## src/rtl/xfer_block_copy_seq_pkg.sv

```systemverilog
// Shared definitions for the block-copy address sequencer.
// Latency: n/a (constants and types only).
// Backpressure: n/a.
package xfer_block_copy_seq_pkg;

   localparam int ADDR_W_DEF = 16;
   localparam int CNT_W_DEF  = 8;
   localparam int DATA_W     = 8;

   // Memory strobes, transfer-register load and the start/abort controls are all active low.
   localparam logic STROBE_ON  = 1'b0;
   localparam logic STROBE_OFF = 1'b1;

   typedef enum logic [1:0] {
      IDLE  = 2'd0,
      READ  = 2'd1,
      WRITE = 2'd2,
      WBACK = 2'd3
   } state_t;

endpackage

```

## src/rtl/xfer_block_copy_seq_if.sv

```systemverilog
// Byte-wide memory bus with a single ready line used for wait states.
// Latency: n/a (signal bundle only).
// Backpressure: slave holds mem_ready low to stretch the current read or write cycle.
interface xfer_block_copy_seq_if #(
   parameter int ADDR_W = xfer_block_copy_seq_pkg::ADDR_W_DEF
);

   logic [ADDR_W-1:0]                         AddrOut;
   logic [xfer_block_copy_seq_pkg::DATA_W-1:0] DataOut;
   logic [xfer_block_copy_seq_pkg::DATA_W-1:0] DataIn;
   logic                                      mem_read_n;
   logic                                      mem_write_n;
   logic                                      mem_ready;

   modport master (
      output AddrOut,
      output DataOut,
      output mem_read_n,
      output mem_write_n,
      input  DataIn,
      input  mem_ready
   );

   modport slave (
      input  AddrOut,
      input  DataOut,
      input  mem_read_n,
      input  mem_write_n,
      output DataIn,
      output mem_ready
   );

endinterface

```

## src/rtl/xfer_block_copy_seq_ptr_step.sv

```systemverilog
// Pointer stepper: ptr+1 when dir=0, ptr-1 when dir=1, wrapping modulo 2^ADDR_W.
// Latency: combinational.
// Backpressure: none.
module xfer_block_copy_seq_ptr_step #(
   parameter int ADDR_W = 16
) (
   input  logic [ADDR_W-1:0] ptr,
   input  logic              dir,
   output logic [ADDR_W-1:0] ptr_nxt
);

   // Plain modular add/subtract; wrap-around carries no flag.
   assign ptr_nxt = dir ? (ptr - ADDR_W'(1)) : (ptr + ADDR_W'(1));

endmodule

```

## src/rtl/xfer_block_copy_seq.sv

```systemverilog
// Block-copy sequencer: reads src, writes dst, byte by byte, then writes the final src back to the transfer register.
// Latency: first read strobe one cycle after the start edge; N bytes at zero wait take 2N cycles plus one writeback cycle.
// Backpressure: mem_ready low stretches the current phase indefinitely; abort only takes effect once the current byte has been written.
module xfer_block_copy_seq #(
   parameter int ADDR_W = xfer_block_copy_seq_pkg::ADDR_W_DEF,
   parameter int CNT_W  = xfer_block_copy_seq_pkg::CNT_W_DEF
) (
   input  logic                         clk,
   input  logic                         rst_n,
   input  logic [ADDR_W-1:0]            XferRegIn,
   input  logic [ADDR_W-1:0]            AddrBusIn,
   input  logic [CNT_W-1:0]             MainBusIn,
   input  logic                         seq_start,
   input  logic                         seq_dir,
   input  logic                         seq_abort,
   xfer_block_copy_seq_if.master        mem,
   output logic [ADDR_W-1:0]            XferBusOut,
   output logic                         xfer_load_n,
   output logic                         busy,
   output logic                         done
);

   import xfer_block_copy_seq_pkg::*;

   state_t            state;
   logic [ADDR_W-1:0] src;
   logic [ADDR_W-1:0] dst;
   logic [ADDR_W-1:0] src_nxt;
   logic [ADDR_W-1:0] dst_nxt;
   logic [CNT_W-1:0]  cnt;
   logic              dir;
   logic              abort_pend;
   logic              start_req;
   logic              abort_now;
   logic              last_byte;

   xfer_block_copy_seq_ptr_step #(.ADDR_W(ADDR_W)) u_src_step (
      .ptr     (src),
      .dir     (dir),
      .ptr_nxt (src_nxt)
   );

   xfer_block_copy_seq_ptr_step #(.ADDR_W(ADDR_W)) u_dst_step (
      .ptr     (dst),
      .dir     (dir),
      .ptr_nxt (dst_nxt)
   );

   // An abort presented together with start suppresses the start.
   assign start_req = (seq_start == STROBE_ON) && (seq_abort != STROBE_ON);
   assign abort_now = (seq_abort == STROBE_ON);
   // A write that completes with an abort seen now or earlier ends the copy, as does the final byte.
   assign last_byte = (cnt == CNT_W'(1)) || abort_pend || abort_now;

   // Sequencer FSM; every output is a register updated alongside the state it belongs to.
   always_ff @(posedge clk or negedge rst_n) begin
      if (!rst_n) begin
         state           <= IDLE;
         src             <= '0;
         dst             <= '0;
         cnt             <= '0;
         dir             <= 1'b0;
         abort_pend      <= 1'b0;
         mem.AddrOut     <= '0;
         mem.DataOut     <= '0;
         mem.mem_read_n  <= STROBE_OFF;
         mem.mem_write_n <= STROBE_OFF;
         XferBusOut      <= '0;
         xfer_load_n     <= STROBE_OFF;
         busy            <= 1'b0;
         done            <= 1'b0;
      end else begin
         done <= 1'b0;
         case (state)
            IDLE: begin
               if (start_req) begin
                  src        <= XferRegIn;
                  dst        <= AddrBusIn;
                  cnt        <= MainBusIn;
                  dir        <= seq_dir;
                  abort_pend <= 1'b0;
                  busy       <= 1'b1;
                  if (MainBusIn == '0) begin
                     // Nothing to copy: hand the source pointer straight back.
                     state       <= WBACK;
                     XferBusOut  <= XferRegIn;
                     xfer_load_n <= STROBE_ON;
                  end else begin
                     state          <= READ;
                     mem.AddrOut    <= XferRegIn;
                     mem.mem_read_n <= STROBE_ON;
                  end
               end
            end
            READ: begin
               if (abort_now) abort_pend <= 1'b1;
               if (mem.mem_ready) begin
                  // DataOut doubles as the byte buffer between read and write.
                  mem.DataOut     <= mem.DataIn;
                  mem.AddrOut     <= dst;
                  mem.mem_read_n  <= STROBE_OFF;
                  mem.mem_write_n <= STROBE_ON;
                  state           <= WRITE;
               end
            end
            WRITE: begin
               if (abort_now) abort_pend <= 1'b1;
               if (mem.mem_ready) begin
                  src             <= src_nxt;
                  dst             <= dst_nxt;
                  cnt             <= cnt - CNT_W'(1);
                  mem.mem_write_n <= STROBE_OFF;
                  if (last_byte) begin
                     state       <= WBACK;
                     XferBusOut  <= src_nxt;
                     xfer_load_n <= STROBE_ON;
                  end else begin
                     state          <= READ;
                     mem.AddrOut    <= src_nxt;
                     mem.mem_read_n <= STROBE_ON;
                  end
               end
            end
            WBACK: begin
               xfer_load_n <= STROBE_OFF;
               abort_pend  <= 1'b0;
               busy        <= 1'b0;
               done        <= 1'b1;
               state       <= IDLE;
            end
            default: begin
               state <= IDLE;
            end
         endcase
      end
   end

endmodule
```

## src/flat_wrapper.sv

```systemverilog
// flat-port wrapper written by rule: the top's interface ports become plain ports
module xfer_block_copy_seq_flat import xfer_block_copy_seq_pkg::*;
#(
   parameter int ADDR_W = xfer_block_copy_seq_pkg::ADDR_W_DEF,
   parameter int CNT_W  = xfer_block_copy_seq_pkg::CNT_W_DEF
)
  (clk, rst_n, XferRegIn, AddrBusIn, MainBusIn, seq_start, seq_dir, seq_abort, XferBusOut, xfer_load_n, busy, done, mem_AddrOut, mem_DataOut, mem_mem_read_n, mem_mem_write_n, mem_DataIn, mem_mem_ready);
  xfer_block_copy_seq_if #(.ADDR_W(ADDR_W)) mem_i ();
  input  logic clk;
  input  logic rst_n;
  input  logic [ADDR_W-1:0] XferRegIn;
  input  logic [ADDR_W-1:0] AddrBusIn;
  input  logic [CNT_W-1:0] MainBusIn;
  input  logic seq_start;
  input  logic seq_dir;
  input  logic seq_abort;
  output logic [ADDR_W-1:0] XferBusOut;
  output logic xfer_load_n;
  output logic busy;
  output logic done;
  output wire logic [$bits(mem_i.AddrOut)-1:0] mem_AddrOut;
  output wire logic [$bits(mem_i.DataOut)-1:0] mem_DataOut;
  output wire logic [$bits(mem_i.mem_read_n)-1:0] mem_mem_read_n;
  output wire logic [$bits(mem_i.mem_write_n)-1:0] mem_mem_write_n;
  input wire logic [$bits(mem_i.DataIn)-1:0] mem_DataIn;
  input wire logic [$bits(mem_i.mem_ready)-1:0] mem_mem_ready;
  assign mem_AddrOut = mem_i.AddrOut;
  assign mem_DataOut = mem_i.DataOut;
  assign mem_mem_read_n = mem_i.mem_read_n;
  assign mem_mem_write_n = mem_i.mem_write_n;
  assign mem_i.DataIn = mem_DataIn;
  assign mem_i.mem_ready = mem_mem_ready;
  xfer_block_copy_seq #(.ADDR_W(ADDR_W), .CNT_W(CNT_W)) u_core (.clk(clk), .rst_n(rst_n), .XferRegIn(XferRegIn), .AddrBusIn(AddrBusIn), .MainBusIn(MainBusIn), .seq_start(seq_start), .seq_dir(seq_dir), .seq_abort(seq_abort), .mem(mem_i), .XferBusOut(XferBusOut), .xfer_load_n(xfer_load_n), .busy(busy), .done(done));
endmodule
```

## config.mk

```make
export PLATFORM = sky130hd
export DESIGN_NAME = xfer_block_copy_seq_flat
export DESIGN_NICKNAME = d
export VERILOG_FILES = /design/src/rtl/xfer_block_copy_seq_pkg.sv /design/src/rtl/xfer_block_copy_seq_if.sv /design/src/rtl/xfer_block_copy_seq_ptr_step.sv /design/src/rtl/xfer_block_copy_seq.sv /design/src/flat_wrapper.sv
export SDC_FILE = /design/constraint.sdc
export NUM_CORES = 1
export LEC_CHECK = 0
export ABC_AREA = 0
export BUFFER_PORTS_ARGS = -buffer_cell sky130_fd_sc_hd__buf_2
export CAP_MARGIN = 20
export CORE_ASPECT_RATIO = 1.2
export CORE_MARGIN = 4
export CORE_UTILIZATION = 40
export CTS_BUF_LIST = sky130_fd_sc_hd__clkbuf_16
export CTS_CLUSTER_DIAMETER = 50
export DETAILED_ROUTE_END_ITERATION = 8
export REMOVE_ABC_BUFFERS = 1
export SLEW_MARGIN = 0
export SYNTH_ARGS = -nofsm -noshare
export SYNTH_HDL_FRONTEND = slang
export SYNTH_SLANG_ARGS = --single-unit
```

## constraint.sdc

```tcl
create_clock -name clk -period 2.7 [get_ports clk]
set_input_delay 0.54 -clock clk [delete_from_list [all_inputs] [get_ports clk]]
set_output_delay 0.54 -clock clk [all_outputs]
set_load 0.03 [all_outputs]
```

### Yosys cells after proc, flatten, opt, wreduce, memory -nomap -nowiden

Cells that the tools add are included.
Widths: inputs -> output; s select.

* register bits: 89
* input bits: 54

* bitwise gates (word level): 2
* multiplexer cells: 47
* equal/unequal tests: 12
* reduce and logical (&&, ||, !) cells: 21
* add/subtract/negate cells: 5

Operators by type and width (number)
* $mux 16: 15
* $pmux 16 s2: 3
* $pmux 16 s3: 1
* $add 16x1->16 const B: 2
* $sub 16x1->16 const B: 2
* $mux 8: 2
* $pmux 8 s2: 1
* $mux 1: 14
* $mux 2: 5
* $ne 2x2->1 const B: 5
* $reduce_and 5->1: 2
* $pmux 1 s3: 3
* $reduce_and 3->1: 3
* $eq 8x1->1 const B: 1
* $logic_not 8->1: 1
* $pmux 2 s4: 1
* $reduce_and 2->1: 4
* $sub 8x1->8 const B: 1
* $ne 2x1->1 const B: 3
* $reduce_and 6->1: 1
* $reduce_bool 2->1: 3
* $reduce_bool 3->1: 2
* $eq 2x2->1 const B: 2
* $pmux 1 s2: 2
* other kinds (6): 8

### Longest topological paths before layout

Gate-level depths: netlist of run 1.

* depth after elaboration: 6
* depth in mapped cells: 10
* depth with buffers taken out: 8

### Modules after synthesis

A second synthesis of run 1 with hierarchy kept.

* cell total of the unflattened synthesis: 631
* area, all modules: 5990.7 um2

Modules (own cells, without submodules)
* xfer_block_copy_seq: area an instance 4403.0 um2, sequential area each 2230.9 um2, times used 1, cells each 413
* xfer_block_copy_seq_ptr_step (u_core.u_src_step): area an instance 850.8 um2, sequential area each 0.0 um2, times used 1, cells each 117
* xfer_block_copy_seq_ptr_step (u_core.u_dst_step): area an instance 737.0 um2, sequential area each 0.0 um2, times used 1, cells each 101

### Least setup slack after synthesis of run 1

Ideal clock, no wire load.

* path type: flip-flop to flip-flop
* start point: register u_core.dir
* end point: register u_core.src[12]
* data arrival time: 2.625 ns
* stages on the path, launching flop included: 8
* setup time: 0.128 ns
* slack: -0.053 ns
* buffers on the path: 0
* period minus slack after synthesis: 2.753 ns
* required time: 2.572 ns
* cell sequence: dfrtp_1 -> ha_1 -> and3_1 -> or3_1 -> a211oi_2 -> o41a_2 -> mux2i_1 -> nand3_1

* longest elaborated chain between the ends: 3

Ends and longest elaborated chain
* start: declaration: line xfer_block_copy_seq.sv:31 `logic dir;`
* start signal: assignment: line xfer_block_copy_seq.sv:80 `dir <= seq_dir;`
* $mux 16: line xfer_block_copy_seq_ptr_step.sv:13 `assign ptr_nxt = dir ? (ptr - ADDR_W'(1)) : (ptr + ADDR_W'(1));`
* $mux 16: line xfer_block_copy_seq.sv:108 `if (mem.mem_ready) begin`
* $pmux 16 s2: line xfer_block_copy_seq.sv:74 `case (state)`
* end signal: assignment: line xfer_block_copy_seq.sv:77 `src <= XferRegIn;`
* end signal: assignment: line xfer_block_copy_seq.sv:109 `src <= src_nxt;`
* end: declaration: line xfer_block_copy_seq.sv:26 `logic [ADDR_W-1:0] src;`

No other way between the ends. The select of a mux whose other input is x is not followed.
A chain may end at the register's enable or synchronous reset.

### Worst setup path after layout of run 1

Ends and elaborated chain as after synthesis.

==> impl_summary.txt, run 1 <==
----------------------------------------------------
[Outcome]
  Run status ... complete, no violations

[Floorplanning]
  Die Footprint ... 16800 sq um
  Initial Utilization ... 41.0%
  # IOs ... 99
  Die span in x ... between 100 and 150 um
  Die height ... 141 um
  Area of the core ... 14400 sq um
  Number of standard-cell rows in the floorplan ... 48

[Clock tree]
  Maximum level of the CTS H-tree ... 3
  Clock slew at the register clock pins of the worst setup and hold paths ... 70 ps
  TritonCTS Sinks ... a little under 90
  Clock root buffer ... sky130_fd_sc_hd__clkbuf_16
  Insertion delay to the later sink of the worst-skew pair ... between 300 and 400 ps
  Hold bufs inserted after CTS ... 0
  Count of cells resized by post-cts repair ... 0
  Number of buffers inserted by post-CTS setup repair ... 0
  CTS tree ... yes
  Max clock buf depth ... 2
  CTS Buf Count ... 9

[Worst setup path]
  R2R Setup Slk ... 100 ps
  Worst endpoint data arrival time ... 2830 ps
  Number of cells on the worst reg-to-reg path ... 8
  Worst setup path category ... reg2reg
  Reg-to-Reg Start ... u_core.dir
  CP Launch Type ... register
  Series of cell instances along the critical path ... buf_12 > fa_1 > and3_1 > or3_1 > a211oi_2 > o41a_2 > mux2i_1 > nand3_1
  Worst Setup End Kind ... register
  Critical path data required time ... 2930 ps
  Max incr delay on CP ... 450 ps
  Slowest cell on the critical path ... sky130_fd_sc_hd__fa_1
  Largest fanout on the critical path ... 22
  Endpoint of the worst register-to-register path ... u_core.src[12]

[Synth]
  Flip-flop and latch count after synthesis ... 89
  Mean cell area of the mapped netlist ... approximately 9 sq um
  Share of synthesized area occupied by flip-flops and latches ... 37.7%
  Gate count of the mapped netlist ... 655
  Area of the mapped netlist ... 5910 sq um
  Dominant synthesized flop cell ... sky130_fd_sc_hd__dfrtp_1
  Count of synthesis-stage warnings from yosys ... 0
  Proportion of register bits with asynchronous set or reset after synthesis ... 100%
  EDFF count, synth ... 0
  Distinct cell type count of the synthesized netlist ... a little under 80

[STA]
  Final worst path period share ... 96.2%
  Worst-case clock skew ... 10.9 ps
  Post-layout minimum cycle time ... roughly 2600 ps
  Slew at the pin with the worst max-slew slack ... 607 ps
  Number of hold-slack violations in the final timing report ... 0
  Slew headroom ... between 50% and 60%
  Count of final setup violators ... 0
  Maximum operating frequency ... 385 MHz
  Max-slew violations ... 0
  Setup TNS ... 0 ps
  Post-route worst hold slack ... approximately 200 ps

[Route]
  Vias post-DR ... between 5000 and 6000
  Antenna-violating nets left ... 0
  Final WL ... about 17 mm
  Detail-routed via count per cell ... 5.83
  First DRT Iteration DRCs ... 339
  Length of the first detailed-routing pass in iterations ... 5
  Routed length per placed instance ... approximately 19 um
  Drc violations ... 0

[Flow run]
  Max-capacitance violation count ... 0

[Global route]
  All-layer global routing usage ... 20.8%
  Maximum number of pins on one net before global-route repair ... 51
  Wire length of the first global-routing pass ... roughly 28 mm
  Global route total overflow ... 0
  Number of antenna violations at the first check in global routing ... 0
  Via count of the first global-routing pass ... roughly 5500

[Final layout]
  Fraction of layout instances using a drive strength above 1 ... 24.0%
  Number of antenna cells inserted ... 0
  Layout Area Growth over Synthesis ... 19.9%
  Post-layout nets ... 850

[Min path]
  Worst Hold Class ... in2async

[Placement]
  Number of buffers added on ports ... slightly below 100
  Estimated wirelength of the detail-placed design ... approximately 13 mm
  Weighted congestion reported at the end of routability-driven placement ... 0.901

----------------------------------------------------
==> worst max-delay path: cells and delay by family (launching register included) <==
kind / cells / cell delay, ps
AOI/OAI and AO/OA: 2 / 540
adders and majority gates: 1 / 450
buffers and inverters: 1 / 170
DFF: 1 / 400
muxes: 1 / 190
and+or+nand+nor: 3 / 720
==> how the worst max path moves through the flow <==
stage               startpoint  cells after the start                endpoint  slack [ps]
3_3_place_gp        u_core.dir                      8   u_core.mem.AddrOut[8]         180
2_1_floorplan  u_core.state[0]                      8          u_core.dst[14]       -1550
3_5_place_dp        u_core.dir                      7  u_core.mem.AddrOut[10]          90
6_report            u_core.dir                      8          u_core.src[12]         100
5_1_grt             u_core.dir                      8          u_core.src[12]         -10
4_1_cts             u_core.dir                      7  u_core.mem.AddrOut[10]          80
==> routing by layer <==
metal / GRT usage, % / wire, um / part of all wire, % / vias to the layer above
met5: 0 / 0 / 0 / -
met1: 25.6 / 7310 / 42 / 2651
met4: 7.81 / 467 / 2.7 / 0
li1: - / - / - / 2638
met2: 36.5 / 8900 / 51 / 148
met3: 3.65 / 709 / 4.1 / 36
==> kinds of logic after synthesis <==
logic type	after synthesis	synth area share, %
compound gates	222	25.7
xor+xnor	15	2.22
fa+ha+maj	37	8.09
buf+inv	54	3.75
flops	89	37.7
mux	31	5.57
simple gates	207	16.9
==> synth_stat cells, drive strengths merged, types with 4 or more instances <==
library cell | n | share of area, %
a211oi | 14 | 1.9
a21o | 14 | 1.8
a21oi | 51 | 4.4
a221oi | 5 | 0.74
a311oi | 6 | 1.2
and2 | 5 | 0.53
and3 | 9 | 0.95
buf | 11 | 1.0
clkbuf | 23 | 1.5
dfrtp | 86 | 36
ha | 35 | 7.4
inv | 20 | 1.3
mux2 | 15 | 2.9
mux2i | 16 | 2.7
nand2 | 81 | 5.1
nand3 | 25 | 2.1
nor2 | 42 | 2.7
nor2b | 4 | 0.42
nor3 | 9 | 0.76
nor3b | 7 | 1.1
nor4 | 5 | 0.78
o211ai | 5 | 0.64
o21a | 7 | 0.89
o21ai | 61 | 5.2
o22ai | 7 | 0.74
o31ai | 11 | 1.5
or3 | 8 | 0.85
xnor2 | 14 | 2.1
==> layout make-up <==
class,instances,area (sq um)
flip-flops and latches,89,2230
well taps,175,219
inverters,20,75.1
repair buffers,127,736
multi-input cells,512,3490
clock buffers,9,225
clock inverters,7,110
fillers,1391,7330
==> sequential cells by signal, indices dropped and copies added (netlist names) <==
signal,cells
u_core.XferBusOut,16
u_core.abort_pend,1
u_core.busy,1
u_core.cnt,8
u_core.dir,1
u_core.done,1
u_core.dst,16
u_core.mem.AddrOut,16
u_core.mem.DataOut,8
u_core.mem.mem_read_n,1
u_core.mem.mem_write_n,1
u_core.src,16
u_core.state,2
u_core.xfer_load_n,1
==> placed cells by master, fill, tap and decap left out, types with 4 or more instances in the layout <==
master and count:
sky130_fd_sc_hd__buf_4 28, sky130_fd_sc_hd__nand2_1 81, sky130_fd_sc_hd__clkbuf_16 9, sky130_fd_sc_hd__o31ai_1 9, sky130_fd_sc_hd__nor2b_1 4, sky130_fd_sc_hd__buf_2 97
sky130_fd_sc_hd__a221oi_1 5, sky130_fd_sc_hd__and2_1 5, sky130_fd_sc_hd__o21a_1 7, sky130_fd_sc_hd__nor2_1 41, sky130_fd_sc_hd__or3_1 8, sky130_fd_sc_hd__xnor2_1 14
sky130_fd_sc_hd__o211ai_1 5, sky130_fd_sc_hd__and3_1 9, sky130_fd_sc_hd__nand3_1 25, sky130_fd_sc_hd__inv_1 21, sky130_fd_sc_hd__nor3_1 9, sky130_fd_sc_hd__dfrtp_1 86
sky130_fd_sc_hd__a21o_1 14, sky130_fd_sc_hd__o21ai_0 59, sky130_fd_sc_hd__a21oi_1 49, sky130_fd_sc_hd__o22ai_1 7, sky130_fd_sc_hd__a311oi_1 5, sky130_fd_sc_hd__ha_1 34
sky130_fd_sc_hd__mux2_2 14, sky130_fd_sc_hd__a211oi_1 13, sky130_fd_sc_hd__nor3b_1 5, sky130_fd_sc_hd__mux2i_1 16
==> per-stage QoR <==
step,worst slack (ps),utilization [%],cells,area [sq um]
2_1_floorplan,-1550,-,621,5760
3_3_place_gp,175,46.7,923,6730
3_5_place_dp,90.7,46.7,923,6730
4_1_cts,76.8,49.0,939,7060
5_1_grt,-11.4,49.2,939,7090
6_report,102,49.2,939,7090
Power of run 1 is not shown: default switching activity piles up to over one toggle a cycle in this logic, so the estimate is an artifact.
==> run 2: changes to the inputs <==
GPL_TIMING_DRIVEN = 0   (was default)
SKIP_CTS_REPAIR_TIMING = 1   (was default)
==> run 2 against run 1 <==
- the flow now finishes with violations (setup timing)
- critical endpoint is now u_core.XferBusOut[12]
- sequential share of layout area down 0.69 points
- worst setup slack worse by 190 ps
- design area up 2.4%
- via count about the same
- cell count down 0.85%
- wire length up 1.0%
- flip-flop and latch count unchanged
- non-clock buffer count down 9
- hold slack worse by 1.2 ps
- critical path depth up 1
- clock-buffer cell count unchanged
==> impl_summary.txt, run 2 (same netlist as run 1, synthesis figures left out) <==
----------------------------------------------------
[Placement]
  # placed instances ... 899 (-2.6%)
  Estimated wirelength of the detail-placed design ... 12.0 mm (-8.1%)
  Weighted congestion reported at the end of routability-driven placement ... 0.875 (-3.0%)
  Number of buffers added on ports ... 98 (unchanged)
  Post-DP Area ... 6620 sq um (-1.6%)

[Final layout]
  Fillers ... 1356 (-2.5%)
  Number of antenna cells inserted ... 0 (unchanged)
  Post-layout nets ... 842 (-0.94%)
  Top library cells by usage in the layout, fill and taps aside ... sky130_fd_sc_hd__buf_2 (97), sky130_fd_sc_hd__dfrtp_1 (85), sky130_fd_sc_hd__nand2_1 (80)
  Layout Area Growth over Synthesis ... 22.8%
  Share of the core filled with cells in the final layout ... 50.4% (+1.2 points)
  Commonest non-fill, non-tap cell in the layout ... sky130_fd_sc_hd__buf_2
  Final cell area excluding filler cells ... 7260 sq um (+2.4%)
  Fraction of layout instances using a drive strength above 1 ... 25.5% (+1.6 points)
  Cell Count, Final, Fillers Out ... 931 (-0.85%)

[Clock tree]
  Maximum level of the CTS H-tree ... 3 (unchanged)
  CTS tree ... yes
  Clock slew at the register clock pins of the worst setup and hold paths ... 70 ps (about the same)
  Insertion delay to the later sink of the worst-skew pair ... 350 ps (about the same)
  Max clock buf depth ... 2 (unchanged)
  TritonCTS Sinks ... 89 (unchanged)
  CTS Buf Count ... 9 (unchanged)
  Clock root buffer ... sky130_fd_sc_hd__clkbuf_16

[Worst setup path]
  Max incr delay on CP ... 440 ps (about the same)
  Critical path data required time ... 2980 ps (+50 ps)
  Slowest cell on the critical path ... sky130_fd_sc_hd__ha_2
  Worst endpoint data arrival time ... 3070 ps (+240 ps)
  Dominant delay contributor by cell family on the critical path ... compound AO/OA/AOI/OAI gates
  Number of cells on the worst reg-to-reg path ... 9 (+1)
  Worst Setup End Kind ... register
  Largest fanout on the critical path ... 43 (+95%)
  Worst setup path category ... reg2reg
  R2R Setup Slk ... -90 ps (-190 ps)
  Crit path buffers/inverters ... 3 (+2)
  Reg-to-Reg Start ... u_core.state[0]
  Series of cell instances along the critical path ... inv_1 > ha_2 > mux2i_4 > a21o_4 > buf_12 > a221o_4 > buf_8 > or3_1 > nand3_1
  CP Launch Type ... register
  Endpoint of the worst register-to-register path ... u_core.XferBusOut[12]

[Global route]
  Wire length of the first global-routing pass ... 27.4 mm (-2.0%)
  Number of antenna violations at the first check in global routing ... 0 (unchanged)
  Global route total overflow ... 0 (unchanged)
  Via count of the first global-routing pass ... 5380 (-2.4%)
  Maximum number of pins on one net before global-route repair ... 48 (-5.9%)
  All-layer global routing usage ... 20.2% (-0.61 points)

[Outcome]
  Run status ... complete, but fails checks
  Violated checks ... setup timing

[STA]
  Slew at the pin with the worst max-slew slack ... 1040 ps (+434 ps)
  Number of hold-slack violations in the final timing report ... 0 (unchanged)
  RSZ-0062 raised after global routing ... true
  Final worst path period share ... 103% (+7.0 points)
  Count of final setup violators ... 5 (+5)
  Post-layout minimum cycle time ... 2790 ps (+188 ps)
  Max-slew violations ... 0 (unchanged)
  Slew headroom ... 30.6% (-29 points)
  Worst-case clock skew ... 10.9 ps (+0.0399 ps)
  Minimum setup slack in the final design ... -86.5 ps (-188 ps)
  Maximum operating frequency ... 359 MHz (-6.8%)

[Route]
  Length of the first detailed-routing pass in iterations ... 5 (unchanged)
  Antenna-violating nets left ... 0 (unchanged)
  Final WL ... 17.6 mm (+1.0%)
  Drc violations ... 0 (unchanged)
  Routed length per placed instance ... 18.9 um (+1.9%)
  First DRT Iteration DRCs ... 391 (+15%)
  Vias post-DR ... 5471 (-0.037%)
  Detail-routed via count per cell ... 5.88 (+0.82%)

[Floorplanning]
  Area of the core ... 14400 sq um (unchanged)
  Die height ... 141 um (unchanged)
  Die span in x ... 119 um (unchanged)
  # IOs ... 99 (unchanged)
  Initial Utilization ... 41.0% (unchanged)
  Die Footprint ... 16800 sq um (unchanged)
  Number of standard-cell rows in the floorplan ... 48 (unchanged)

[Flow run]
  Max-capacitance violation count ... 0 (unchanged)

[Min path]
  Worst Hold Class ... in2async

----------------------------------------------------
==> run 2: cell type report <==
cell class,count,area [sq um],share of cell area (%)
multi-input combinational,513,3680,50.7
sequential,89,2230,30.8
timing repair buffer,118,739,10.2
clock buffer,9,225,3.10
tap,175,219,3.02
clock inverter,7,87.6,1.21
inverter,20,75.1,1.03
==> run 2: worst max-delay path by stage <==
| stage | slack, ps | cells after the start | end | startpoint |
|---|---|---|---|---|
| final | -90 | 9 | u_core.XferBusOut[12] | u_core.state[0] |
| after global routing | -190 | 9 | u_core.XferBusOut[12] | u_core.state[0] |
| after CTS | -1100 | 9 | u_core.XferBusOut[10] | u_core.state[0] |
| after detailed placement | -1090 | 9 | u_core.XferBusOut[10] | u_core.state[0] |
| after global placement | -3760 | 8 | u_core.dst[14] | u_core.state[0] |
| after floorplan | -1550 | 8 | u_core.dst[14] | u_core.state[0] |
==> run 2: layer usage <==
layer  share of wire [%]  global-route usage [%]  wire length (um)
met2                  50                    34.6              8810
met1                  43                    25.3              7540
met4                 2.8                    9.15               499
met3                 4.0                    2.89               707
met5                   0                       0                 0
==> run 2: metrics by stage <==
step                      hold WS (ps)  TNS [ps]  setup WS (ps)
after floorplan                    244    -68820          -1550
after global placement             448   -203250          -3760
after detailed placement           455    -26310          -1090
after CTS                          229    -27220          -1100
after global routing               242     -1640           -194
final                              198      -152          -86.5
==> run 2: worst reg2reg max path: stages (launching register included) <==
cell	delay, ps
sky130_fd_sc_hd__dfrtp_1	400
sky130_fd_sc_hd__inv_1	180
sky130_fd_sc_hd__ha_2	440
sky130_fd_sc_hd__mux2i_4	180
sky130_fd_sc_hd__a21o_4	290
sky130_fd_sc_hd__buf_12	200
sky130_fd_sc_hd__a221o_4	440
sky130_fd_sc_hd__buf_8	190
sky130_fd_sc_hd__or3_1	310
sky130_fd_sc_hd__nand3_1	80
Power of run 2 is left out for the same reason.
==> run 3: changes to the inputs <==
MAX_ROUTING_LAYER = met4   (was default)
==> run 3 against run 2 <==
- the run now ends clean
- die area is the same
- wire length decreased by 1.5%
- flip-flop and latch count stayed put
- hold slack improved by 7.3 ps
- clock-buffer cell count is the same
- non-clock buffer count shrank 4
- design area is 1.1% lower
- critical path type unchanged
- largest cell class unchanged
==> impl_summary.txt, run 3 (same netlist as run 1, synthesis figures left out) <==
----------------------------------------------------
[Clock tree]
  TritonCTS Sinks ... 89 (unchanged)
  CTS Buf Count ... 9 (unchanged)
  Clock slew at the register clock pins of the worst setup and hold paths ... 70 ps (about the same)
  Max clock buf depth ... 2 (unchanged)
  Maximum level of the CTS H-tree ... 3 (unchanged)
  Clock root buffer ... sky130_fd_sc_hd__clkbuf_16
  CTS tree ... yes
  Insertion delay to the later sink of the worst-skew pair ... 350 ps (about the same)

[STA]
  Minimum setup slack in the final design ... 30.0 ps (+116 ps)
  Count of final setup violators ... 0 (-5)
  Max-slew violations ... 0 (unchanged)
  Slew at the pin with the worst max-slew slack ... 1040 ps (-2.73 ps)
  Worst-case clock skew ... 8.21 ps (-2.68 ps)
  Setup TNS ... 0 ps (+152 ps)
  Number of hold-slack violations in the final timing report ... 0 (unchanged)
  Slew headroom ... 30.8% (+0.18 points)
  Final worst path period share ... 98.9% (-4.3 points)
  Maximum operating frequency ... 375 MHz (+4.4%)
  Post-layout minimum cycle time ... 2670 ps (-116 ps)

[Final layout]
  Commonest non-fill, non-tap cell in the layout ... sky130_fd_sc_hd__buf_2
  Fraction of layout instances using a drive strength above 1 ... 25.9% (+0.40 points)
  Top library cells by usage in the layout, fill and taps aside ... sky130_fd_sc_hd__buf_2 (97), sky130_fd_sc_hd__dfrtp_1 (85), sky130_fd_sc_hd__nand2_1 (80)
  Post-layout nets ... 838 (-0.48%)
  Share of the core filled with cells in the final layout ... 49.8% (-0.57 points)
  Layout Area Growth over Synthesis ... 21.4%
  Number of antenna cells inserted ... 0 (unchanged)

[Route]
  Routed length per placed instance ... 18.7 um (-1.1%)
  First DRT Iteration DRCs ... 305 (-22%)
  Drc violations ... 0 (unchanged)
  Detail-routed via count per cell ... 5.86 (-0.21%)
  Antenna-violating nets left ... 0 (unchanged)
  Final WL ... 17.3 mm (-1.5%)
  Vias post-DR ... 5436 (-0.64%)
  Length of the first detailed-routing pass in iterations ... 7 (+2)

[Worst setup path]
  Largest fanout on the critical path ... 13 (-70%)
  Worst Setup End Kind ... register
  Worst endpoint data arrival time ... 2950 ps (-120 ps)
  R2R Setup Slk ... 30 ps (+120 ps)
  Worst setup path category ... reg2reg
  CP Launch Type ... register
  Critical path data required time ... 2980 ps (about the same)
  Number of cells on the worst reg-to-reg path ... 8 (-1)

[Placement]
  Worst slack at placement ... -1070 ps (+25.7 ps)
  Estimated wirelength of the detail-placed design ... 12.0 mm (about the same)
  Number of buffers added on ports ... 98 (unchanged)
  Weighted congestion reported at the end of routability-driven placement ... 0.878 (+0.37%)

[Floorplanning]
  Initial Utilization ... 41.0% (unchanged)
  Number of standard-cell rows in the floorplan ... 48 (unchanged)
  # IOs ... 99 (unchanged)
  Die Footprint ... 16800 sq um (unchanged)
  Die span in x ... 119 um (unchanged)
  Area of the core ... 14400 sq um (unchanged)
  Die height ... 141 um (unchanged)

[Global route]
  All-layer global routing usage ... 20.7% (+0.47 points)
  Global route total overflow ... 0 (unchanged)
  Wire length of the first global-routing pass ... 27.2 mm (-0.73%)
  Maximum number of pins on one net before global-route repair ... 48 (unchanged)
  Via count of the first global-routing pass ... 5310 (-1.3%)
  Number of antenna violations at the first check in global routing ... 0 (unchanged)

[Min path]
  Worst Hold Class ... in2async

[Outcome]
  Run status ... complete, no violations

[Flow run]
  Max-capacitance violation count ... 0 (unchanged)

----------------------------------------------------
==> run 3: area by class of cell <==
cell class | instances | area, sq um
timing repair buffer | 114 | 701
clock inverter | 7 | 46.3
sequential | 89 | 2230
multi-input combinational | 513 | 3670
inverter | 20 | 75.1
clock buffer | 9 | 225
fill | 1381 | 7240
tap | 175 | 219
==> run 3: stage by stage <==
step | hold slack [ps] | std cells | instance area, sq um
global placement | 448 | 894 | 6470
detailed placement | 455 | 899 | 6610
finish | 205 | 927 | 7180
floorplan | 244 | 621 | 5760
CTS | 227 | 915 | 6880
global route | 257 | 927 | 7180
==> run 3: worst max-delay path: stages (launching register included) <==
cell and delay [ps]:
sky130_fd_sc_hd__dfrtp_4 500, sky130_fd_sc_hd__buf_4 200, sky130_fd_sc_hd__ha_1 360, sky130_fd_sc_hd__and2_1 220, sky130_fd_sc_hd__a221o_1 400, sky130_fd_sc_hd__o31ai_4 340
sky130_fd_sc_hd__a211oi_1 160, sky130_fd_sc_hd__or3_1 360, sky130_fd_sc_hd__nand3_1 70
==> run 3: worst paths after layout <==
path | startpoint | to
hold / removal | rst_n | u_core.cnt[4]
setup reg to reg | u_core.dir | u_core.dst[15]
hold reg to reg | u_core.mem.mem_read_n | u_core.mem.mem_read_n
setup / recovery | u_core.dir | u_core.dst[15]
min in group clk | mem_DataIn[4] | u_core.mem.DataOut[4]
max in group asynchronous | rst_n | u_core.mem.mem_write_n
==> run 3: metal layers <==
| metal | part of all wire (%) | wire length, um | vias up | track usage (%) |
|---|---|---|---|---|
| met2 | 50 | 8680 | 140 | 35.0 |
| met3 | 3.9 | 669 | 30 | 1.85 |
| met4 | 2.9 | 510 | 0 | 8.91 |
| li1 | - | - | 2620 | - |
| met5 | 0 | 0 | - | - |
| met1 | 43 | 7440 | 2646 | 25.4 |
Power of run 3 is left out for the same reason.
